--- config.mk ---
export PLATFORM = sky130hd
export DESIGN_NAME = serial_paralelo1_flat
export DESIGN_NICKNAME = d
export VERILOG_FILES = /design/src/rtl/serial_paralelo1_pkg.sv /design/src/rtl/serial_paralelo1_if.sv /design/src/rtl/serial_paralelo1_sp_framer.sv /design/src/rtl/serial_paralelo1.sv /design/src/flat_wrapper.sv
export SDC_FILE = /design/constraint.sdc
export NUM_CORES = 1
export LEC_CHECK = 0
export CAP_MARGIN = 20
export CORE_ASPECT_RATIO = 1.25
export CORE_MARGIN = 2
export CORE_UTILIZATION = 53
export CTS_CLUSTER_SIZE = 40
export DETAILED_ROUTE_END_ITERATION = 10
export PLACE_DENSITY_LB_ADDON = 0.25
export SYNTH_ARGS = -nofsm -noshare
export SYNTH_HDL_FRONTEND = slang
export SYNTH_SLANG_ARGS = --single-unit
--- constraint.sdc ---
create_clock -name clk_32f -period 1.8 [get_ports clk_32f]
set_input_delay 0.36 -clock clk_32f [delete_from_list [all_inputs] [get_ports clk_32f]]
set_output_delay 0.36 -clock clk_32f [all_outputs]
set_load 0.01 [all_outputs]
--- src/rtl/serial_paralelo1_pkg.sv ---
// rtl/serial_paralelo1_pkg.sv - shared constants and state encoding for the serial link receiver
// Purpose: comma character default, lock count default and the receiver FSM state type.
package serial_paralelo1_pkg;

  // Comma/idle character, also sent by the transmitter in place of invalid bytes.
  localparam logic [7:0] BC_CHAR_DEF = 8'hBC;

  // Consecutive aligned commas needed before the link is declared active.
  localparam int BC_LOCK_DEF = 4;

  typedef enum logic [1:0] {
    SEARCH = 2'd0,
    SYNC   = 2'd1,
    ACTIVE = 2'd2
  } sp_state_t;

endpackage

--- src/rtl/serial_paralelo1_if.sv ---
// rtl/serial_paralelo1_if.sv - serial-in / byte-out bundle of the link receiver
// Purpose: groups the serial input and the byte-side outputs.
// Signals: data_in (serial, MSB first), data_out[7:0], valid_out, active.
// Modports: master drives data_in and observes outputs; slave is the receiver.
interface serial_paralelo1_if;

  logic       data_in;
  logic [7:0] data_out;
  logic       valid_out;
  logic       active;

  modport master (
    output data_in,
    input  data_out,
    input  valid_out,
    input  active
  );

  modport slave (
    input  data_in,
    output data_out,
    output valid_out,
    output active
  );

endinterface

--- src/rtl/serial_paralelo1_sp_framer.sv ---
// rtl/serial_paralelo1_sp_framer.sv - bit shifter and byte-slot counter of the link receiver
// Purpose: shifts the serial stream in MSB first and marks byte boundaries.
// Ports:
//   clk_32f       bit clock
//   reset         asynchronous active-low reset
//   i_data_in     serial bit sampled this edge
//   i_align_clr   next bit starts a new byte (zeroes the bit counter)
//   i_run         bit counter advances (aligned states only)
//   o_sr_next     last 8 bits including the one sampled this edge
//   o_boundary    this edge samples the LSB of a byte
module sp_framer (
  input  logic       clk_32f,
  input  logic       reset,
  input  logic       i_data_in,
  input  logic       i_align_clr,
  input  logic       i_run,
  output logic [7:0] o_sr_next,
  output logic       o_boundary
);

  // Only the newest 7 bits need storing: the oldest of the 8 falls out on
  // every shift, so it is never read.
  logic [6:0] r_sr;
  logic [2:0] r_bit_cnt;

  assign o_sr_next  = {r_sr, i_data_in};
  assign o_boundary = i_run && (r_bit_cnt == 3'd7);

  always_ff @(posedge clk_32f or negedge reset) begin
    if (!reset) begin
      r_sr      <= 7'd0;
      r_bit_cnt <= 3'd0;
    end else begin
      r_sr <= o_sr_next[6:0];
      if (i_align_clr) begin
        r_bit_cnt <= 3'd0;
      end else if (i_run) begin
        r_bit_cnt <= r_bit_cnt + 3'd1;
      end
    end
  end

endmodule

--- src/rtl/serial_paralelo1.sv ---
// rtl/serial_paralelo1.sv - serial-to-byte receiver with comma alignment and lock
// Purpose: hunts for the comma at any bit offset, locks after BC_LOCK aligned
// commas, then delivers non-comma bytes with a valid flag.
// Ports:
//   clk_32f   bit clock, one bit per rising edge
//   reset     asynchronous active-low reset
//   bus       slave side: data_in in; data_out, valid_out, active out
module serial_paralelo1
  import serial_paralelo1_pkg::*;
#(
  parameter logic [7:0] BC_CHAR = BC_CHAR_DEF,
  parameter int         BC_LOCK = BC_LOCK_DEF
) (
  input  logic              clk_32f,
  input  logic              reset,
  serial_paralelo1_if.slave bus
);

  localparam logic [2:0] LOCK_CNT = BC_LOCK[2:0];

  sp_state_t  r_state, w_state_n;
  logic [2:0] r_bc_cnt, w_bc_cnt_n;
  logic [7:0] r_data_out, w_data_out_n;
  logic       r_valid_out, w_valid_out_n;
  logic       r_active, w_active_n;

  logic [7:0] w_sr_next;
  logic       w_boundary;
  logic       w_align_clr;
  logic       w_run;
  logic [2:0] w_bc_inc;

  assign w_run    = (r_state != SEARCH);
  assign w_bc_inc = r_bc_cnt + 3'd1;

  sp_framer u_framer (
    .clk_32f     (clk_32f),
    .reset       (reset),
    .i_data_in   (bus.data_in),
    .i_align_clr (w_align_clr),
    .i_run       (w_run),
    .o_sr_next   (w_sr_next),
    .o_boundary  (w_boundary)
  );

  always_ff @(posedge clk_32f or negedge reset) begin
    if (!reset) begin
      r_state     <= SEARCH;
      r_bc_cnt    <= 3'd0;
      r_data_out  <= 8'h00;
      r_valid_out <= 1'b0;
      r_active    <= 1'b0;
    end else begin
      r_state     <= w_state_n;
      r_bc_cnt    <= w_bc_cnt_n;
      r_data_out  <= w_data_out_n;
      r_valid_out <= w_valid_out_n;
      r_active    <= w_active_n;
    end
  end

  always_comb begin
    w_state_n     = r_state;
    w_bc_cnt_n    = r_bc_cnt;
    w_data_out_n  = r_data_out;
    w_valid_out_n = r_valid_out;
    w_active_n    = r_active;
    w_align_clr   = 1'b0;

    case (r_state)
      SEARCH: begin
        // Comma found at an arbitrary offset: the next bit is a byte MSB.
        if (w_sr_next == BC_CHAR) begin
          w_align_clr = 1'b1;
          w_bc_cnt_n  = 3'd1;
          if (BC_LOCK == 1) begin
            w_state_n  = ACTIVE;
            w_active_n = 1'b1;
          end else begin
            w_state_n = SYNC;
          end
        end
      end

      SYNC: begin
        if (w_boundary) begin
          if (w_sr_next == BC_CHAR) begin
            w_bc_cnt_n = w_bc_inc;
            if (w_bc_inc == LOCK_CNT) begin
              w_state_n  = ACTIVE;
              w_active_n = 1'b1;
            end
          end else begin
            w_bc_cnt_n = 3'd0;
            w_state_n  = SEARCH;
          end
        end
      end

      ACTIVE: begin
        // Alignment is frozen here; commas only mark the slot as invalid.
        if (w_boundary) begin
          if (w_sr_next == BC_CHAR) begin
            w_valid_out_n = 1'b0;
          end else begin
            w_data_out_n  = w_sr_next;
            w_valid_out_n = 1'b1;
          end
        end
      end

      default: begin
        w_state_n = SEARCH;
      end
    endcase
  end

  assign bus.data_out  = r_data_out;
  assign bus.valid_out = r_valid_out;
  assign bus.active    = r_active;

endmodule
--- src/flat_wrapper.sv ---
// flat-port wrapper written by rule: the top's interface ports become plain ports
module serial_paralelo1_flat import serial_paralelo1_pkg::*;
#(
  parameter logic [7:0] BC_CHAR = BC_CHAR_DEF,
  parameter int         BC_LOCK = BC_LOCK_DEF
)
  (clk_32f, reset, bus_data_in, bus_data_out, bus_valid_out, bus_active);
  serial_paralelo1_if bus_i ();
  input  logic clk_32f;
  input  logic reset;
  input wire logic [$bits(bus_i.data_in)-1:0] bus_data_in;
  output wire logic [$bits(bus_i.data_out)-1:0] bus_data_out;
  output wire logic [$bits(bus_i.valid_out)-1:0] bus_valid_out;
  output wire logic [$bits(bus_i.active)-1:0] bus_active;
  assign bus_i.data_in = bus_data_in;
  assign bus_data_out = bus_i.data_out;
  assign bus_valid_out = bus_i.valid_out;
  assign bus_active = bus_i.active;
  serial_paralelo1 #(.BC_CHAR(BC_CHAR), .BC_LOCK(BC_LOCK)) u_core (.clk_32f(clk_32f), .reset(reset), .bus(bus_i));
endmodule
==> impl_metrics.tcl, run 1 <==
set metrics [dict create \
    numCtsBuffers 3 \
    skew_ns 0.0119 \
    rsz0062_at_grt "false" \
    final-max-slew-violation-count 0 \
    hold_path.class "input port to asynchronous set/reset pin" \
    async_flop_share_pct 100 \
    p_leak_nw 0.620 \
    cts_sinks 25 \
    final_cell_mix "25 x dfrtp_1, 12 x clkdlybuf4s50_1, 8 x mux2_4" \
    drt-met1-wl_um 885 \
    die_area_sq_mm 0.00246 \
    htreeDepth 1 \
    start_util_pct 56.1 \
    grt_max_degree 26 \
    post_cts_buffers 0 \
    cts_root_buf "clkbuf_4" \
    hpwlAfterDp_mm 1.38 \
    synth_area_sq_mm 0.00110 \
    dpl_cell_area_sq_mm 0.00130 \
    hold-worst-slack_ns 0.384 \
    ios 13 \
    status "complete, no violations" \
    crit_arrival_ns 1.92 \
    cap_viol_max_count 0 \
    tightest_slew_ns 0.308 \
    path_clk_slew_ns 0.13 \
    gp_congestion 0.781 \
    firstDrtPassIters 6 \
    final_layout_size_suffix_gt1_share_pct 21.9 \
    clk_latency_ns 0.31 \
    period_share_pct 95.2 \
    setup_viol 0 \
    power.density_mw_per_mm2 762 \
    placed_cells 121 \
    relSlewSlack_pct 79.5 \
    p_sw_share_pct 25.5 \
    dr.max_layer_used "met4" \
    rows 18 \
    p_sw_uw 257 \
    antenna_left 0 \
    n_antenna_cell 0 \
    grt_pass1_wl_mm 3.34 \
    synth-main-ff-cell "dfrtp_1" \
    cts_hold_buf 0 \
    period_minus_slack_ns 1.71 \
    critPathMaxFanout 3 \
    max_freq_mhz 583 \
    synth_seq_cells 25 \
    seq_area_frac_synth_pct 56.9 \
    vias 715 \
    final_nets 113 \
    drt_iter0_drc 16 \
    power.total_mw 1.01 \
    power_frac_comb_pct 12.9 \
    crit_path_start_kind "flip-flop" \
    clock_path_buffers 2 \
    wl_per_cell_um 15.2 \
    ys_warn_count 0 \
    syn-num-nets 91 \
    grt.overflow.total 0 \
    synth-edff-count 0 \
    wl_met2_um 939 \
    p_clk_share_pct 23.9 \
    synthCells 84 \
    ir_worst_vdd_uv 650 \
    hold_viol_final 0 \
    die_w_um 44.7 \
    grt_usage_pct 19.3 \
    fp.coreArea_sq_mm 0.00196 \
    drc_errors 0 \
    final_cells 125 \
    portBuffers 12 \
    die_y_um 54.9 \
    cp-end-kind "flip-flop" \
    critPathRequiredTime_ns 2.00 \
    cts_resized 0 \
    cts_tree "done" \
    seq_power_share_pct 63.2 \
    area_growth_pct 20.4 \
    critPathKind "flip-flop to flip-flop" \
    final_area_sq_mm 0.00132 \
    routed_via_density 5.72 \
    route.met3.wl_um 47 \
    grt_pass1_vias 743 \
    final_util_pct 67.6 \
    antenna_found_initial 0 \
    intPower_uw 751 \
    wl_mm 1.90 \
    layout_commonest_cell "dfrtp_1" \
    avgSynthCellArea_sq_um 13.1 \
    ys_types 29 \
]
==> per-layer routing <==
metal / track usage (%) / vias to the layer above
met4: 7.58 / 0
met3: 1.95 / 4
met5: 0 / -
met2: 32.4 / 11
met1: 25.9 / 351
li1: - / 349
==> power by group through the flow <==
stage / sequential, mW / clock, mW / combinational (mW)
6_report: 0.637 / 0.241 / 0.131
5_1_grt: 0.643 / 0.270 / 0.153
4_1_cts: 0.638 / 0.251 / 0.133
3_5_place_dp: 0.649 / 0 / 0.133
3_3_place_gp: 0.645 / 0 / 0.127
2_1_floorplan: 0.638 / 0 / 0.0867
==> critical path, cell delays in order (launching register included) <==
cell and delay, ns:
dfrtp_1 0.43, ha_1 0.21, ha_1 0.21, nand3b_1 0.15, a21o_1 0.17, buf_4 0.15, mux2_4 0.29
==> cells by family after synthesis <==
family | after synthesis | synth area share (%)
simple gates | 24 | 13.9
flops | 25 | 56.9
compound gates | 18 | 10.8
fa+ha+maj | 4 | 4.55
mux | 8 | 10.9
buf+inv | 4 | 2.16
xor+xnor | 1 | 0.797
==> final timing paths <==
kind | from | to | slack [ns] | depth (start not counted)
max | u_core.u_framer.r_bit_cnt[0] | u_core.bus.data_out[0] | 0.09 | 6
min | reset | u_core.u_framer.r_bit_cnt[1] | 0.38 | 2
max reg2reg | u_core.u_framer.r_bit_cnt[0] | u_core.bus.data_out[0] | 0.09 | 6
min reg2reg | u_core.u_framer.r_sr[2] | u_core.u_framer.r_sr[3] | 0.44 | 0
max in group asynchronous | reset | u_core.bus.data_out[6] | 1.17 | 2
min in group clk_32f | u_core.u_framer.r_sr[2] | u_core.u_framer.r_sr[3] | 0.44 | 0
==> synthesized netlist by cell type (2+ instances only) <==
cell type / instances / area, sq um
a21oi_1: 2 / 10.0
dfrtp_1: 25 / 626
ha_1: 4 / 50.1
mux2_4: 8 / 120
nand2_1: 7 / 26.3
nand4_1: 2 / 12.5
nor2_1: 3 / 11.3
nor2b_1: 3 / 18.8
o211ai_1: 4 / 30.0
o21ai_0: 7 / 35.0
==> per-stage QoR <==
stage | TNS [ns] | worst slack, ns
floorplan | 0 | 0.242
global placement | -0.246 | -0.0344
detailed placement | -0.762 | -0.104
CTS | 0 | 0.0910
global route | 0 | 0.0250
finish | 0 | 0.0859
==> flip-flops by register name, summed over array words and instances, names as in the netlist <==
name	cells
u_core.bus.data_out	8
u_core.u_framer.r_bit_cnt	3
u_core.r_bc_cnt	3
u_core.bus.valid_out	1
u_core.u_framer.r_sr	7
u_core.bus.active	1
u_core.r_state	2
==> area by class of cell <==
type                    count  area, sq um
flip-flops and latches     25          626
multi-input cells          55          450
repair buffers             20          193
inverters                   1         3.75
well taps                  20         25.0
fillers                   153          636
clock buffers               4         26.3
No activity file was read; power rests on OpenSTA's default activity.
==> run 2: changes to the inputs <==
--- a/config.mk
+++ b/config.mk
@@ -11,6 +11,7 @@
 export CORE_UTILIZATION = 53
 export CTS_CLUSTER_SIZE = 40
 export DETAILED_ROUTE_END_ITERATION = 10
+export MAX_ROUTING_LAYER = met4
 export PLACE_DENSITY_LB_ADDON = 0.25
 export SYNTH_ARGS = -nofsm -noshare
 export SYNTH_HDL_FRONTEND = slang
==> impl_metrics.tcl, run 2 (synthesis results as in run 1) <==
set metrics [dict create \
    area_growth_pct 20.4 \
    setup_viol 0 \
    setup_ws_ns 0.0860 \
    antenna_left 0 \
    path_cells "ha_1 -> ha_1 -> nand3b_1 -> a21o_1 -> buf_4 -> mux2_4" \
    final_nets 113 \
    wl_per_cell_um 15.2 \
    grt_max_degree 26 \
    largest_register_ffs 8 \
    grt_usage_pct 19.9 \
    wl_mm 1.90 \
    placed_cells 121 \
    routed_via_density 5.72 \
    post_cts_buffers 0 \
    tightest_slew_ns 0.308 \
    ir_worst_vdd_uv 650 \
    period_share_pct 95.2 \
    crit_arrival_ns 1.92 \
    slowest_stage "dfrtp_1" \
    hold_path.class "input port to asynchronous set/reset pin" \
    r2r_start "u_core.u_framer.r_bit_cnt[0]" \
    firstDrtPassIters 6 \
    skew_ns 0.0119 \
    clock_path_buffers 2 \
    power.total_mw 1.01 \
    period_minus_slack_ns 1.71 \
    die_y_um 54.9 \
    n_antenna_cell 0 \
    hpwlAfterDp_mm 1.38 \
    grt_pass1_vias 745 \
    final_cells 125 \
    ios 13 \
    grt_pass1_wl_mm 3.33 \
    hold-worst-slack_ns 0.384 \
    drt_iter0_drc 16 \
    numCtsBuffers 3 \
    cts_root_buf "clkbuf_4" \
    status "complete, no violations" \
    max_freq_mhz 583 \
    crit_path_max_incr_delay_ns 0.43 \
    final_layout_size_suffix_gt1_share_pct 21.9 \
    portBuffers 12 \
    p_leak_nw 0.620 \
    antenna_found_initial 0 \
    start_util_pct 56.1 \
    htreeDepth 1 \
    cts_resized 0 \
    gp_congestion 0.792 \
    rsz0062_at_grt "false" \
    layout_commonest_cell "dfrtp_1" \
    critPathKind "flip-flop to flip-flop" \
    r2r_setup_slack_ns 0.09 \
    vias 715 \
    final_cell_mix "25 x dfrtp_1, 12 x clkdlybuf4s50_1, 8 x mux2_4" \
    crit_top_cell "ha_1" \
    dpl_cell_area_sq_mm 0.00130 \
    cp-end-kind "flip-flop" \
    cp_num_buf_inv 1 \
    rr_endpoint "u_core.bus.data_out[0]" \
    relSlewSlack_pct 79.5 \
    rows 18 \
    drc_errors 0 \
    pre_cts_ws_ns -0.104 \
    cts_hold_buf 0 \
    critPathRequiredTime_ns 2.00 \
    rr_worst_depth 6 \
    crit_family "flip-flops" \
    crit_path_start_kind "flip-flop" \
    cts_sinks 25 \
    power.density_mw_per_mm2 762 \
    hold_viol_final 0 \
    fillers 153 \
    final-max-slew-violation-count 0 \
    cap_viol_max_count 0 \
    cts_tree "done" \
    path_clk_slew_ns 0.13 \
    tns_ns 0 \
    critPathMaxFanout 3 \
    fp.coreArea_sq_mm 0.00196 \
    final_area_sq_mm 0.00132 \
    die_w_um 44.7 \
    regArea_sq_um 626 \
    final_util_pct 67.6 \
    grt.overflow.total 0 \
    multi_input_area_sq_um 450 \
    die_area_sq_mm 0.00246 \
    clk_latency_ns 0.31 \
]
==> run 2: area by class of cell <==
| class | count | area share, % |
|---|---|---|
| Clock buffer | 4 | 1.98 |
| Sequential cell | 25 | 47.3 |
| Multi-Input combinational cell | 55 | 34.0 |
| Tap cell | 20 | 1.89 |
| Inverter | 1 | 0.284 |
| Timing Repair Buffer | 20 | 14.6 |
==> run 2: power breakdown <==
part / internal, mW / switching (mW) / leakage (nW)
Clock: 0.0866 / 0.154 / 0.0150
Combinational: 0.0601 / 0.0704 / 0.283
Sequential: 0.604 / 0.0328 / 0.321
==> run 2: how the worst max path moves through the flow <==
stage                                 start  slack, ns                      to  depth (start not counted)
6_report       u_core.u_framer.r_bit_cnt[0]       0.09  u_core.bus.data_out[0]                          6
5_1_grt        u_core.u_framer.r_bit_cnt[0]       0.03  u_core.bus.data_out[7]                          6
4_1_cts        u_core.u_framer.r_bit_cnt[0]       0.09  u_core.bus.data_out[0]                          6
3_5_place_dp                    bus_data_in      -0.10  u_core.bus.data_out[7]                          5
3_3_place_gp                    bus_data_in      -0.03  u_core.bus.data_out[2]                          5
2_1_floorplan  u_core.u_framer.r_bit_cnt[0]       0.24  u_core.bus.data_out[0]                          6
==> run 2: per-layer routing <==
metal  share of wire [%]  vias up  global-route usage (%)
li1                    -      349                       -
met3                 2.5        4                    1.95
met4                 1.2        0                    7.58
met2                  50       11                    32.4
met1                  47      351                    25.9
met5                   0        -                       -
==> run 3: changes to the inputs <==
--- a/config.mk
+++ b/config.mk
@@ -13,6 +13,7 @@
 export DETAILED_ROUTE_END_ITERATION = 10
 export MAX_ROUTING_LAYER = met4
 export PLACE_DENSITY_LB_ADDON = 0.25
+export RECOVER_POWER = 50
 export SYNTH_ARGS = -nofsm -noshare
 export SYNTH_HDL_FRONTEND = slang
 export SYNTH_SLANG_ARGS = --single-unit
==> constraint.sdc (replaced) <==
create_clock -name clk_32f -period 1.8 [get_ports clk_32f]
set_input_delay 0.54 -clock clk_32f [delete_from_list [all_inputs] [get_ports clk_32f]]
set_output_delay 0.54 -clock clk_32f [all_outputs]
set_load 0.01 [all_outputs]
==> impl_metrics.tcl, run 3 (synthesis results as in run 1) <==
set metrics [dict create \
    status "complete, no violations" \
    power.total_mw 1.01 \
    pre_cts_ws_ns -0.284 \
    start_util_pct 56.1 \
    htreeDepth 1 \
    hold_end "u_core.u_framer.r_sr[3]" \
    hold_viol_final 0 \
    clock_path_buffers 2 \
    grt_usage_pct 19.9 \
    crit_path_max_incr_delay_ns 0.54 \
    r2r_start "u_core.u_framer.r_bit_cnt[0]" \
    p_leak_nw 0.737 \
    ir_worst_vdd_uv 653 \
    final-max-slew-violation-count 0 \
    antenna_left 0 \
    critPathRequiredTime_ns 1.26 \
    cp-end-kind "primary output" \
    holdPathStages 0 \
    die_w_um 44.7 \
    crit_path_start_kind "flip-flop" \
    routed_via_density 5.76 \
    period_share_pct 97.2 \
    area_growth_pct 22.3 \
    final_util_pct 68.6 \
    grt_max_degree 26 \
    setup_ws_ns 0.0512 \
    cts_sinks 25 \
    final_cell_mix "25 x dfrtp_1, 8 x mux2_4, 7 x nand2_1, 7 x o21ai_0" \
    layout_commonest_cell "dfrtp_1" \
    cts_tree "done" \
    hold-worst-slack_ns 0.439 \
    final_layout_size_suffix_gt1_share_pct 21.9 \
    grt_pass1_wl_mm 3.33 \
    gp_congestion 0.792 \
    fp.coreArea_sq_mm 0.00196 \
    cap_viol_max_count 0 \
    wl_mm 1.93 \
    max_freq_mhz 572 \
    multi_input_area_sq_um 459 \
    hpwlAfterDp_mm 1.38 \
    crit_family "buffers and inverters" \
    post_cts_buffers 0 \
    hold_start "u_core.u_framer.r_sr[2]" \
    rr_worst_depth 6 \
    numCtsBuffers 3 \
    clk_latency_ns 0.31 \
    path_cells "clkdlybuf4s50_1" \
    critPathKind "flip-flop to primary output" \
    cp_num_buf_inv 1 \
    regArea_sq_um 626 \
    grt.overflow.total 0 \
    die_area_sq_mm 0.00246 \
    portBuffers 12 \
    tightest_slew_ns 0.596 \
    antenna_found_initial 0 \
    fillers 149 \
    rr_endpoint "u_core.bus.data_out[0]" \
    crit_arrival_ns 1.21 \
    final_cells 125 \
    critPathMaxFanout 2 \
    r2r_setup_slack_ns 0.09 \
    n_antenna_cell 0 \
    cts_root_buf "clkbuf_4" \
    skew_ns 0.0112 \
    path_clk_slew_ns 0.13 \
    wl_per_cell_um 15.4 \
    placed_cells 121 \
    grt_pass1_vias 745 \
    power.density_mw_per_mm2 751 \
    rsz0062_at_grt "true" \
    drc_errors 0 \
    slowest_stage "clkdlybuf4s50_1" \
    final_nets 113 \
    period_minus_slack_ns 1.75 \
    rows 18 \
    relSlewSlack_pct 60.3 \
    firstDrtPassIters 6 \
    drt_iter0_drc 11 \
    hold_path.class "flip-flop to flip-flop" \
    setup_viol 0 \
    die_y_um 54.9 \
    vias 720 \
    ios 13 \
    largest_register_ffs 8 \
]
## run 3: cell type report
class / instances / area share (%)
well taps: 20 / 1.86
multi-input cells: 55 / 34.1
repair buffers: 20 / 15.3
flip-flops and latches: 25 / 46.5
clock buffers: 4 / 1.95
inverters: 1 / 0.279
## run 3: power by group
part	switching (mW)	leakage, nW	internal, mW	total, mW
Clock	0.154	0.0150	0.0865	0.241
Combinational	0.0718	0.401	0.0599	0.132
Sequential	0.0338	0.321	0.604	0.638
Total	0.260	0.737	0.751	1.01
## run 3: metrics by stage
step	cell area [sq um]	TNS (ns)
6_report	1350	0
5_1_grt	1350	-0.000316
4_1_cts	1320	0
3_5_place_dp	1300	-3.48
3_3_place_gp	1300	-2.73
2_1_floorplan	1100	0
## run 3: layer usage
| metal | share of wire (%) | up-vias | wire length [um] | GRT usage (%) |
|---|---|---|---|---|
| met5 | 0 | - | 0 | - |
| met4 | 0.67 | 0 | 13 | 7.58 |
| met3 | 3.2 | 2 | 62 | 1.95 |
| li1 | - | 350 | - | - |
| met2 | 51 | 15 | 987 | 32.4 |
| met1 | 45 | 353 | 864 | 25.9 |
## run 3: worst max path at each step
| stage | slack [ns] | cells after the start | from | endpoint |
|---|---|---|---|---|
| 2_1_floorplan | 0.22 | 4 | bus_data_in | u_core.bus.data_out[0] |
| 3_3_place_gp | -0.21 | 5 | bus_data_in | u_core.bus.data_out[2] |
| 3_5_place_dp | -0.28 | 5 | bus_data_in | u_core.bus.data_out[7] |
| 4_1_cts | 0.02 | 1 | u_core.bus.data_out[5] | bus_data_out[5] |
| 5_1_grt | -0.0003 | 5 | bus_data_in | u_core.bus.data_out[7] |
| 6_report | 0.05 | 1 | u_core.bus.data_out[0] | bus_data_out[0] |
## run 3: repair_timing
action | CTS | global route
resized for setup | 0 | 7
setup endpoints to repair | 0 | 14
hold buffers | 0 | 0
hold endpoints to repair | 0 | 0
